<file path="src/rtl/riscv_mem_pkg.sv">
// Shared definitions for the unified instruction/data memory port:
// funct3 codes, response-owner encoding and the access-size strobe helper.
`timescale 1ns/1ps
`default_nettype none

package riscv_mem_pkg;

  localparam logic [2:0] F3_LB  = 3'd0;
  localparam logic [2:0] F3_LH  = 3'd1;
  localparam logic [2:0] F3_LW  = 3'd2;
  localparam logic [2:0] F3_LD  = 3'd3;
  localparam logic [2:0] F3_LBU = 3'd4;
  localparam logic [2:0] F3_LHU = 3'd5;
  localparam logic [2:0] F3_LWU = 3'd6;

  typedef enum logic [1:0] {
    OWN_NONE = 2'd0,
    OWN_I    = 2'd1,
    OWN_D    = 2'd2
  } owner_e;

  // Size code is funct3[1:0]: 0 byte, 1 half, 2 word, 3 double.
  function automatic logic [7:0] size_mask(input logic [1:0] size);
    logic [7:0] m;
    case (size)
      2'd0:    m = 8'h01;
      2'd1:    m = 8'h03;
      2'd2:    m = 8'h0F;
      default: m = 8'hFF;
    endcase
    return m;
  endfunction

endpackage

`default_nettype wire

</file>
<file path="src/rtl/mem_port_arbiter_if.sv">
// Requester (fetch/memory stage) and RAM-side signals of the shared memory port.
`timescale 1ns/1ps
`default_nettype none

interface mem_port_arbiter_if #(
  parameter int ADDR_W = 16
);

  logic              i_req;
  logic [ADDR_W-1:0] i_addr;
  logic              i_gnt;
  logic              i_rvalid;
  logic [31:0]       i_rdata;

  logic              d_req;
  logic              d_we;
  logic [2:0]        d_func3;
  logic [ADDR_W-1:0] d_addr;
  logic [63:0]       d_wdata;
  logic              d_gnt;
  logic              d_rvalid;
  logic [63:0]       d_rdata;
  logic              d_err;

  logic              mem_en;
  logic [7:0]        mem_we;
  logic [ADDR_W-4:0] mem_addr;
  logic [63:0]       mem_wdata;
  logic [63:0]       mem_rdata;

  modport slave (
    input  i_req, i_addr, d_req, d_we, d_func3, d_addr, d_wdata, mem_rdata,
    output i_gnt, i_rvalid, i_rdata, d_gnt, d_rvalid, d_rdata, d_err,
           mem_en, mem_we, mem_addr, mem_wdata
  );

  modport master (
    output i_req, i_addr, d_req, d_we, d_func3, d_addr, d_wdata, mem_rdata,
    input  i_gnt, i_rvalid, i_rdata, d_gnt, d_rvalid, d_rdata, d_err,
           mem_en, mem_we, mem_addr, mem_wdata
  );

endinterface

`default_nettype wire

</file>
<file path="src/rtl/lsu_align.sv">
// Combinational D-side byte-lane logic: legality, store strobes and replication,
// and load-lane extraction with sign/zero extension.
`timescale 1ns/1ps
`default_nettype none

module lsu_align
  import riscv_mem_pkg::*;
(
  input  logic        req_we,
  input  logic [2:0]  req_func3,
  input  logic [2:0]  req_off,
  input  logic [63:0] req_wdata,
  output logic        req_legal,
  output logic [7:0]  req_strb,
  output logic [63:0] req_wdata_rep,
  input  logic [2:0]  rsp_func3,
  input  logic [2:0]  rsp_off,
  input  logic [63:0] rsp_rdata,
  output logic [63:0] rsp_data
);

  logic [1:0]  req_size;
  logic        aligned;
  logic        func_ok;
  logic [63:0] lane;

  always_comb begin
    req_size = req_func3[1:0];

    case (req_size)
      2'd0:    aligned = 1'b1;
      2'd1:    aligned = ~req_off[0];
      2'd2:    aligned = (req_off[1:0] == 2'b00);
      default: aligned = (req_off == 3'b000);
    endcase

    // Stores only have the four signed-size codes; loads reject only 3'b111.
    func_ok   = req_we ? ~req_func3[2] : (req_func3 != 3'd7);
    req_legal = func_ok & aligned;

    req_strb = size_mask(req_size) << req_off;

    case (req_size)
      2'd0:    req_wdata_rep = {8{req_wdata[7:0]}};
      2'd1:    req_wdata_rep = {4{req_wdata[15:0]}};
      2'd2:    req_wdata_rep = {2{req_wdata[31:0]}};
      default: req_wdata_rep = req_wdata;
    endcase
  end

  always_comb begin
    lane = rsp_rdata >> {rsp_off, 3'b000};
    case (rsp_func3)
      F3_LB:   rsp_data = {{56{lane[7]}},  lane[7:0]};
      F3_LH:   rsp_data = {{48{lane[15]}}, lane[15:0]};
      F3_LW:   rsp_data = {{32{lane[31]}}, lane[31:0]};
      F3_LD:   rsp_data = lane;
      F3_LBU:  rsp_data = {56'd0, lane[7:0]};
      F3_LHU:  rsp_data = {48'd0, lane[15:0]};
      F3_LWU:  rsp_data = {32'd0, lane[31:0]};
      default: rsp_data = 64'd0;
    endcase
  end

endmodule

`default_nettype wire

</file>
<file path="src/rtl/mem_port_arbiter.sv">
// Arbitrates one single-port 64-bit RAM between instruction fetch and load/store,
// with an anti-starvation counter for the fetch side and a one-slot read response.
`timescale 1ns/1ps
`default_nettype none

module mem_port_arbiter
  import riscv_mem_pkg::*;
#(
  parameter int ADDR_W     = 16,
  parameter int STARVE_MAX = 4
) (
  input  logic              clk,
  input  logic              reset,
  mem_port_arbiter_if.slave bus
);

  localparam int CNT_W = $clog2(STARVE_MAX + 1);
  localparam logic [CNT_W-1:0] CNT_MAX = CNT_W'(STARVE_MAX);

  logic        d_legal;
  logic [7:0]  d_strb;
  logic [63:0] d_wrep;
  logic [63:0] d_rext;

  owner_e            owner_q,  owner_d;
  logic [2:0]        off_q,    off_d;
  logic [2:0]        func3_q,  func3_d;
  logic              err_q,    err_d;
  logic [CNT_W-1:0]  starve_q, starve_d;
  logic [31:0]       i_hold_q, i_hold_d;
  logic [63:0]       d_hold_q, d_hold_d;

  logic        i_win;
  logic        d_win;
  logic        d_illegal;
  logic [31:0] i_lane;
  logic        unused_addr_bits;

  assign unused_addr_bits = ^bus.i_addr[1:0];

  lsu_align u_align (
    .req_we        (bus.d_we),
    .req_func3     (bus.d_func3),
    .req_off       (bus.d_addr[2:0]),
    .req_wdata     (bus.d_wdata),
    .req_legal     (d_legal),
    .req_strb      (d_strb),
    .req_wdata_rep (d_wrep),
    .rsp_func3     (func3_q),
    .rsp_off       (off_q),
    .rsp_rdata     (bus.mem_rdata),
    .rsp_data      (d_rext)
  );

  // Grant and RAM-request side.
  always_comb begin
    d_illegal = bus.d_req & ~d_legal;
    i_win     = bus.i_req & (~(bus.d_req & d_legal) | (starve_q == CNT_MAX));
    d_win     = bus.d_req & d_legal & ~i_win;

    bus.i_gnt     = reset & i_win;
    bus.d_gnt     = reset & (d_win | d_illegal);
    bus.mem_en    = reset & (i_win | d_win);
    bus.mem_we    = (reset & d_win & bus.d_we) ? d_strb : 8'h00;
    bus.mem_addr  = i_win ? bus.i_addr[ADDR_W-1:3] : bus.d_addr[ADDR_W-1:3];
    bus.mem_wdata = d_wrep;

    if (bus.i_req && !i_win) begin
      starve_d = (starve_q == CNT_MAX) ? starve_q : starve_q + CNT_W'(1);
    end else begin
      starve_d = '0;
    end
  end

  // Response slot bookkeeping for the next cycle.
  always_comb begin
    owner_d = OWN_NONE;
    off_d   = off_q;
    func3_d = func3_q;
    err_d   = d_illegal;
    if (i_win) begin
      owner_d = OWN_I;
      off_d   = {bus.i_addr[2], 2'b00};
    end else if (d_win && !bus.d_we) begin
      owner_d = OWN_D;
      off_d   = bus.d_addr[2:0];
      func3_d = bus.d_func3;
    end
  end

  // Read data is live while valid and otherwise holds the last delivered value.
  always_comb begin
    i_lane       = off_q[2] ? bus.mem_rdata[63:32] : bus.mem_rdata[31:0];
    bus.i_rvalid = (owner_q == OWN_I);
    bus.d_rvalid = (owner_q == OWN_D);
    bus.d_err    = err_q;
    bus.i_rdata  = bus.i_rvalid ? i_lane : i_hold_q;
    bus.d_rdata  = bus.d_rvalid ? d_rext : d_hold_q;
    i_hold_d     = bus.i_rdata;
    d_hold_d     = bus.d_rdata;
  end

  always_ff @(posedge clk or negedge reset) begin
    if (!reset) begin
      owner_q  <= OWN_NONE;
      off_q    <= 3'd0;
      func3_q  <= 3'd0;
      err_q    <= 1'b0;
      starve_q <= '0;
      i_hold_q <= 32'd0;
      d_hold_q <= 64'd0;
    end else begin
      owner_q  <= owner_d;
      off_q    <= off_d;
      func3_q  <= func3_d;
      err_q    <= err_d;
      starve_q <= starve_d;
      i_hold_q <= i_hold_d;
      d_hold_q <= d_hold_d;
    end
  end

endmodule

`default_nettype wire
</file>
<file path="src/flat_wrapper.sv">
// flat-port wrapper written by rule: the top's interface ports become plain ports
module mem_port_arbiter_flat import riscv_mem_pkg::*;
#(
  parameter int ADDR_W     = 16,
  parameter int STARVE_MAX = 4
)
  (clk, reset, bus_i_req, bus_i_addr, bus_d_req, bus_d_we, bus_d_func3, bus_d_addr, bus_d_wdata, bus_mem_rdata, bus_i_gnt, bus_i_rvalid, bus_i_rdata, bus_d_gnt, bus_d_rvalid, bus_d_rdata, bus_d_err, bus_mem_en, bus_mem_we, bus_mem_addr, bus_mem_wdata);
  mem_port_arbiter_if #(.ADDR_W(ADDR_W)) bus_i ();
  input  logic clk;
  input  logic reset;
  input wire logic [$bits(bus_i.i_req)-1:0] bus_i_req;
  input wire logic [$bits(bus_i.i_addr)-1:0] bus_i_addr;
  input wire logic [$bits(bus_i.d_req)-1:0] bus_d_req;
  input wire logic [$bits(bus_i.d_we)-1:0] bus_d_we;
  input wire logic [$bits(bus_i.d_func3)-1:0] bus_d_func3;
  input wire logic [$bits(bus_i.d_addr)-1:0] bus_d_addr;
  input wire logic [$bits(bus_i.d_wdata)-1:0] bus_d_wdata;
  input wire logic [$bits(bus_i.mem_rdata)-1:0] bus_mem_rdata;
  output wire logic [$bits(bus_i.i_gnt)-1:0] bus_i_gnt;
  output wire logic [$bits(bus_i.i_rvalid)-1:0] bus_i_rvalid;
  output wire logic [$bits(bus_i.i_rdata)-1:0] bus_i_rdata;
  output wire logic [$bits(bus_i.d_gnt)-1:0] bus_d_gnt;
  output wire logic [$bits(bus_i.d_rvalid)-1:0] bus_d_rvalid;
  output wire logic [$bits(bus_i.d_rdata)-1:0] bus_d_rdata;
  output wire logic [$bits(bus_i.d_err)-1:0] bus_d_err;
  output wire logic [$bits(bus_i.mem_en)-1:0] bus_mem_en;
  output wire logic [$bits(bus_i.mem_we)-1:0] bus_mem_we;
  output wire logic [$bits(bus_i.mem_addr)-1:0] bus_mem_addr;
  output wire logic [$bits(bus_i.mem_wdata)-1:0] bus_mem_wdata;
  assign bus_i.i_req = bus_i_req;
  assign bus_i.i_addr = bus_i_addr;
  assign bus_i.d_req = bus_d_req;
  assign bus_i.d_we = bus_d_we;
  assign bus_i.d_func3 = bus_d_func3;
  assign bus_i.d_addr = bus_d_addr;
  assign bus_i.d_wdata = bus_d_wdata;
  assign bus_i.mem_rdata = bus_mem_rdata;
  assign bus_i_gnt = bus_i.i_gnt;
  assign bus_i_rvalid = bus_i.i_rvalid;
  assign bus_i_rdata = bus_i.i_rdata;
  assign bus_d_gnt = bus_i.d_gnt;
  assign bus_d_rvalid = bus_i.d_rvalid;
  assign bus_d_rdata = bus_i.d_rdata;
  assign bus_d_err = bus_i.d_err;
  assign bus_mem_en = bus_i.mem_en;
  assign bus_mem_we = bus_i.mem_we;
  assign bus_mem_addr = bus_i.mem_addr;
  assign bus_mem_wdata = bus_i.mem_wdata;
  mem_port_arbiter #(.ADDR_W(ADDR_W), .STARVE_MAX(STARVE_MAX)) u_core (.clk(clk), .reset(reset), .bus(bus_i));
endmodule
</file>
<file path="config.mk">
export PLATFORM = sky130hd
export DESIGN_NAME = mem_port_arbiter_flat
export DESIGN_NICKNAME = d
export VERILOG_FILES = /design/src/rtl/riscv_mem_pkg.sv /design/src/rtl/mem_port_arbiter_if.sv /design/src/rtl/lsu_align.sv /design/src/rtl/mem_port_arbiter.sv /design/src/flat_wrapper.sv
export SDC_FILE = /design/constraint.sdc
export NUM_CORES = 1
export LEC_CHECK = 0
export CAP_MARGIN = 20
export CORE_AREA = 2 2 140 142
export CTS_BUF_LIST = sky130_fd_sc_hd__clkbuf_2 sky130_fd_sc_hd__clkbuf_4 sky130_fd_sc_hd__clkbuf_8
export DETAILED_ROUTE_END_ITERATION = 16
export DIE_AREA = 0 0 142 144
export GPL_TIMING_DRIVEN = 0
export HOLD_SLACK_MARGIN = 0.05
export PLACE_DENSITY = 0.85
export SLEW_MARGIN = 40
export SYNTH_ARGS = -nofsm -noshare
export SYNTH_HDL_FRONTEND = slang
export SYNTH_SLANG_ARGS = --single-unit
</file>
<file path="constraint.sdc">
create_clock -name clk -period 8.1 [get_ports clk]
set_input_delay 2.43 -clock clk [delete_from_list [all_inputs] [get_ports clk]]
set_output_delay 2.43 -clock clk [all_outputs]
set_load 0.02 [all_outputs]
</file>
* Word-level counts from Yosys, hierarchy flattened
Index checks and enable logic that the tools add are counted.
** Word-level totals
- Logic and storage cells :: 67
- Flip-flop bits (word level) :: 108
- Output and inout bits :: 187
** Operators by class
- Muxes and demuxes :: 16
- Add/subtract/negate cells :: 1
- Eq/ne operators :: 13
- Shift operators :: 2
- Reduce and logical (&&, ||, !) cells :: 10
- Bitwise operators :: 18
** Operator list (count)
- case mux 64 bit (7 select lines) :: 1
- case mux 64 bit (3 select lines) :: 1
- 2-to-1 mux 32 bit :: 2
- 2-to-1 mux 64 bit :: 1
- right shift 64 x 6 -> 64 bit :: 1
- case mux 8 bit (3 select lines) :: 1
- 2-to-1 mux 13 bit :: 1
- equality test 3 bit (second input constant) :: 4
- 2-to-1 mux 3 bit :: 4
- AND 1 bit :: 10
- 2-to-1 mux 8 bit :: 1
- << shifter 8 x 3 -> 8 bit :: 1
- equality test 3 x 2 -> 1 bit (second input constant) :: 2
- zero test 3 bit :: 2
- inverter 1 bit :: 5
- equality test 2 x 1 -> 1 bit (second input constant) :: 2
- equality test 2 bit (second input constant) :: 2
- zero test 2 bit :: 2
- 2-to-1 mux 2 bit :: 2
- adder 3 x 1 -> 3 bit (second input constant) :: 1
- equality test 3 x 1 -> 1 bit (second input constant) :: 1
- inequality test 3 bit (second input constant) :: 1
- OR 1 bit :: 3
- case mux 1 bit (3 select lines) :: 1
- 6 further kinds :: 8

* Depth between registers and ports, before layout
- Word-level depth :: 12
- Gate-level depth with buffers :: 9
- Gate-level depth less buffers :: 8

* Hierarchy
A second synthesis with hierarchy kept.
** Unflattened totals
- Cells, all modules :: 799
- Area total of the unflattened synthesis :: 8211.6 um^2
** Modules (own cells, without submodules)
- mem_port_arbiter :: area each 4654.5 um^2, times used 1, cells each 345
- lsu_align :: area each 3557.2 um^2, times used 1, cells each 454

* Worst setup path before layout
No wires, ideal clock.
- Path type :: input to output
- Start :: input port bus_d_func3[2]
- End :: output port bus_mem_we[2]
- Slack :: 1.592 ns
- Data arrival time :: 4.078 ns
- Stages on the path :: 5
- Cells stage by stage :: a211oi_1 o2111a_1 nand4_1 or2_2 a221oi_1
** Between the ends
- Longest elaborated chain between the ends :: 12
** Ends and longest elaborated chain
- from (decl) :: RTL line flat_wrapper.sv:15 : input wire logic [$bits(bus_i.d_func3)-1:0] bus_d_func3;
- inequality test 3 bit or inverter 1 bit (tied branches) :: RTL line lsu_align.sv:38 : func_ok = req_we ? ~req_func3[2] : (req_func3 != 3'd7);
- 2-to-1 mux 1 bit (*) :: RTL line lsu_align.sv:38
- AND 1 bit (*) :: RTL line lsu_align.sv:39 : req_legal = func_ok & aligned;
- AND 1 bit (*) :: RTL line mem_port_arbiter.sv:58, mem_port_arbiter.sv:59
- inverter 1 bit :: RTL line mem_port_arbiter.sv:58 : i_win = bus.i_req & (~(bus.d_req & d_legal) | (starve_q == CNT_MAX));
- OR 1 bit :: RTL line mem_port_arbiter.sv:58
- AND 1 bit :: RTL line mem_port_arbiter.sv:58
- inverter 1 bit (no line)
- AND 1 bit (*) :: RTL line mem_port_arbiter.sv:59 : d_win = bus.d_req & d_legal & ~i_win;
- AND 1 bit (*) (2 in a row) :: RTL line mem_port_arbiter.sv:64 : bus.mem_we = (reset & d_win & bus.d_we) ? d_strb : 8'h00;
- 2-to-1 mux 8 bit (*) :: RTL line mem_port_arbiter.sv:64
- to (decl) :: RTL line flat_wrapper.sv:27 : output wire logic [$bits(bus_i.mem_we)-1:0] bus_mem_we;
Every way passes the cells marked *; elsewhere a longest branch is shown, timed or not.

* Worst setup path in the final report
- Start :: input port bus_d_func3[1]
- End :: output port bus_mem_wdata[42]
** Between the ends
- Longest elaborated chain between the ends :: 2
** Ends and longest elaborated chain
- equality test 2 bit (tied with other cells) :: RTL line lsu_align.sv:43 : case (req_size)
- case mux 64 bit (3 select lines) (*) :: RTL line lsu_align.sv:43
- to (decl) :: RTL line flat_wrapper.sv:29 : output wire logic [$bits(bus_i.mem_wdata)-1:0] bus_mem_wdata;
Marks and branches as above.

==> results.cfg <==
[sta]
setup_ws_ps = 69.05
finalCritPeriodShare_pct = 99.15
slew_headroom_pct = 45.19
fin_skew_ps = 11.50
max_slew.worst_pin.slew_ps = 822.1
max_freq_ghz = 0.1245
fin_crit_ps = 8031
rsz0062_at_grt = no
setup_viol_count_final = 0
slew_viol_final = 0
hold_violations = 0

[floorplanning]
start_util_pct = 40.68
fp.dieW_um = 142
ios = 355
die_h_um = 144
core_um2 = 19080
die-area_um2 = 20450
num_rows = 51

[logic_synthesis]
yosys.cell_types.count = 49
synth_enable_flop_cells = 0
yosys_most_used_dff = dfrtp_1
netlist_instances = 911
synthArstFlopShare_pct = 100.0
synth_nets = 1081
yosys_warnings = 0
yosysSeqAreaShare_pct = 34.82
ys_ff_latch = 108
syn_area_per_cell_um2 = 8.519
netlist_area_um2 = 7761

[pwr]
power_density_nw_per_um2 = 180.2
peakVddDrop_uv = 82.22
combPwrFrac_pct = 52.4
internal_power_mw = 1.247
switchingPower_uw = 885.5
p_leak_nw = 4.601
switching_share_pct = 41.53
clkPwrFrac_pct = 15.6
pwr-share-seq_pct = 32.0

[critical_path]
worstPathCellList = clkdlybuf4s50_1, clkbuf_1, or2_2, clkbuf_1, clkbuf_2, nor2_1, nor2_1, clkdlybuf4s50_1
start_kind = input port
cp.buffers_inverters = 5
worstPathMaxFanout = 10
max_stage_delay_ps = 730
crit_arrival_ps = 5600
r2r_setup_slack_ps = 5120
cp_top_family = buffers and inverters
crit_slowest_cell = clkdlybuf4s50_1
cp-end-kind = primary output
crit_type = input port to primary output
critPathRequiredTime_ps = 5670

[cells_and_area]
final_common_cell = clkdlybuf4s50_1
final_cell_mix = clkdlybuf4s50_1, nand2_1, dfrtp_1
antenna_cells = 0
final_layout_size_suffix_gt1_share_pct = 9.688
final_cells = 1518
finalNetCount = 1445
syn_to_final_growth_pct = 52.43
fillerInstances = 1690

[place]
dpl.hpwl_mm = 29.72
dp_cells = 1502
port_buffers = 352
place_ws_ps = 21.99
gp_congestion = 0.9891

[global_routing]
grt_overflow_total = 0
antenna_found_initial = 1
first_global_vias = 9036
grt_max_degree = 58
grtUsageTotal_pct = 35.80
grt_pass1_wl_mm = 54.63

[route]
avgRoutedWirePerCell_um = 24.57
drtIter0Drc = 746
routed_wl_mm = 37.30
vias = 9030
ant_nets = 0
via_per_inst = 5.949
first_pass_iters = 5
drc_errors = 0

[clock_network]
root_buffer = clkbuf_8
cts_tree = done
clkSlewWorstSetupHoldPaths_ps = 110
clkLatencyLatePin_ps = 410
cts.sinks = 108
numCtsBuffers = 9
clock_path_buffers = 2
post_cts_buffers = 0
clock_tree.htree_level_count = 3

[job]
max_cap_violations = 0

[run_status]
status = finished clean

[min_path]
hold_path.class = register to register
[metal layers]
metal / vias to the layer above / global-route usage [%] / routed length [um]
met1: 4331 / 42.14 / 14060
li1: 4055 / - / -
met3: 106 / 7.914 / 3051
met4: 2 / 16.89 / 1848
met2: 536 / 62.24 / 18320
met5: - / 0 / 13
[final timing paths]
kind / start / end / cells after the start
setup / recovery: bus_d_func3[1] / bus_mem_wdata[42] / 8
hold / removal: u_core.starve_q[0] / u_core.starve_q[0] / 1
setup reg to reg: u_core.off_q[1] / u_core.d_hold_q[5] / 8
hold reg to reg: u_core.starve_q[0] / u_core.starve_q[0] / 1
max in group asynchronous: reset / u_core.d_hold_q[19] / 2
min in group asynchronous: reset / u_core.d_hold_q[51] / 1
[synth_stat cells, drive strengths merged (21+ instances only)]
master    n  area (um^2)
buf      40        234.0
a21oi    71        355.3
o21ai    79        399.1
a22oi    24        180.2
a211oi   37        277.8
mux2     41        465.4
a31oi    41        387.9
nand2   142        533.0
mux2i    87        870.8
clkbuf   55        206.5
dfrtp   108         2703
nor2b    21        131.4
nor2     42        160.2
[sequential cells by signal (all words and copies together), names as in the netlist]
register and cells:
u_core.bus.d_err 1, u_core.i_hold_q 32, u_core.off_q 3, u_core.starve_q 3, u_core.d_hold_q 64, u_core.owner_q 2, u_core.func3_q 3
[logic make-up (layout without fill, tap and decap cells)]
kind of cell / Yosys count / count (layout) / share of synthesized area (%)
AO/OA/AOI/OAI: 302 / 302 / 25.94
XOR/XNOR: 1 / 1 / 0.1129
adder cells (fa/ha/maj): 2 / 2 / 0.3224
buffers and inverters: 111 / 480 / 6.448
flip-flops: 108 / 108 / 34.82
multiplexers: 128 / 128 / 17.22
AND/OR/NAND/NOR: 259 / 259 / 15.14
[metrics by stage]
step	TNS, ps	cell area, um^2	hold slack (ps)	util (%)	power (mW)
floorplan	0	7761	429.7	-	1.243
CTS	0	11810	471.1	61.90	2.126
global placement	-31840	11580	445.9	60.71	1.782
finish	0	11830	467.9	62.00	2.132
detailed placement	0	11620	455.8	60.92	1.796
global route	0	11830	488.9	62.00	2.229
[power by group through the flow]
stage	Sequential, mW	Combinational (mW)	Clock [mW]
4_1_cts	0.680	1.11	0.336
6_report	0.681	1.12	0.333
5_1_grt	0.692	1.18	0.356
3_5_place_dp	0.691	1.10	0
2_1_floorplan	0.681	0.562	0
3_3_place_gp	0.687	1.10	0
[repair_timing]
action,CTS,global route
gates resized for setup,0,4
setup endpoints to repair,0,9
hold buffers,0,0
[cell type report]
class	count	area, um^2	share of cell area [%]
Timing Repair Buffer	353	3556	30.06
Multi-Input combinational cell	692	4578	38.70
Inverter	16	63.81	0.5394
Clock inverter	5	42.54	0.3596
Clock buffer	11	145.1	1.227
Tap cell	238	297.8	2.517
Buffer	95	444.2	3.755
Sequential cell	108	2703	22.85
No activity file was read; power rests on OpenSTA's default activity.
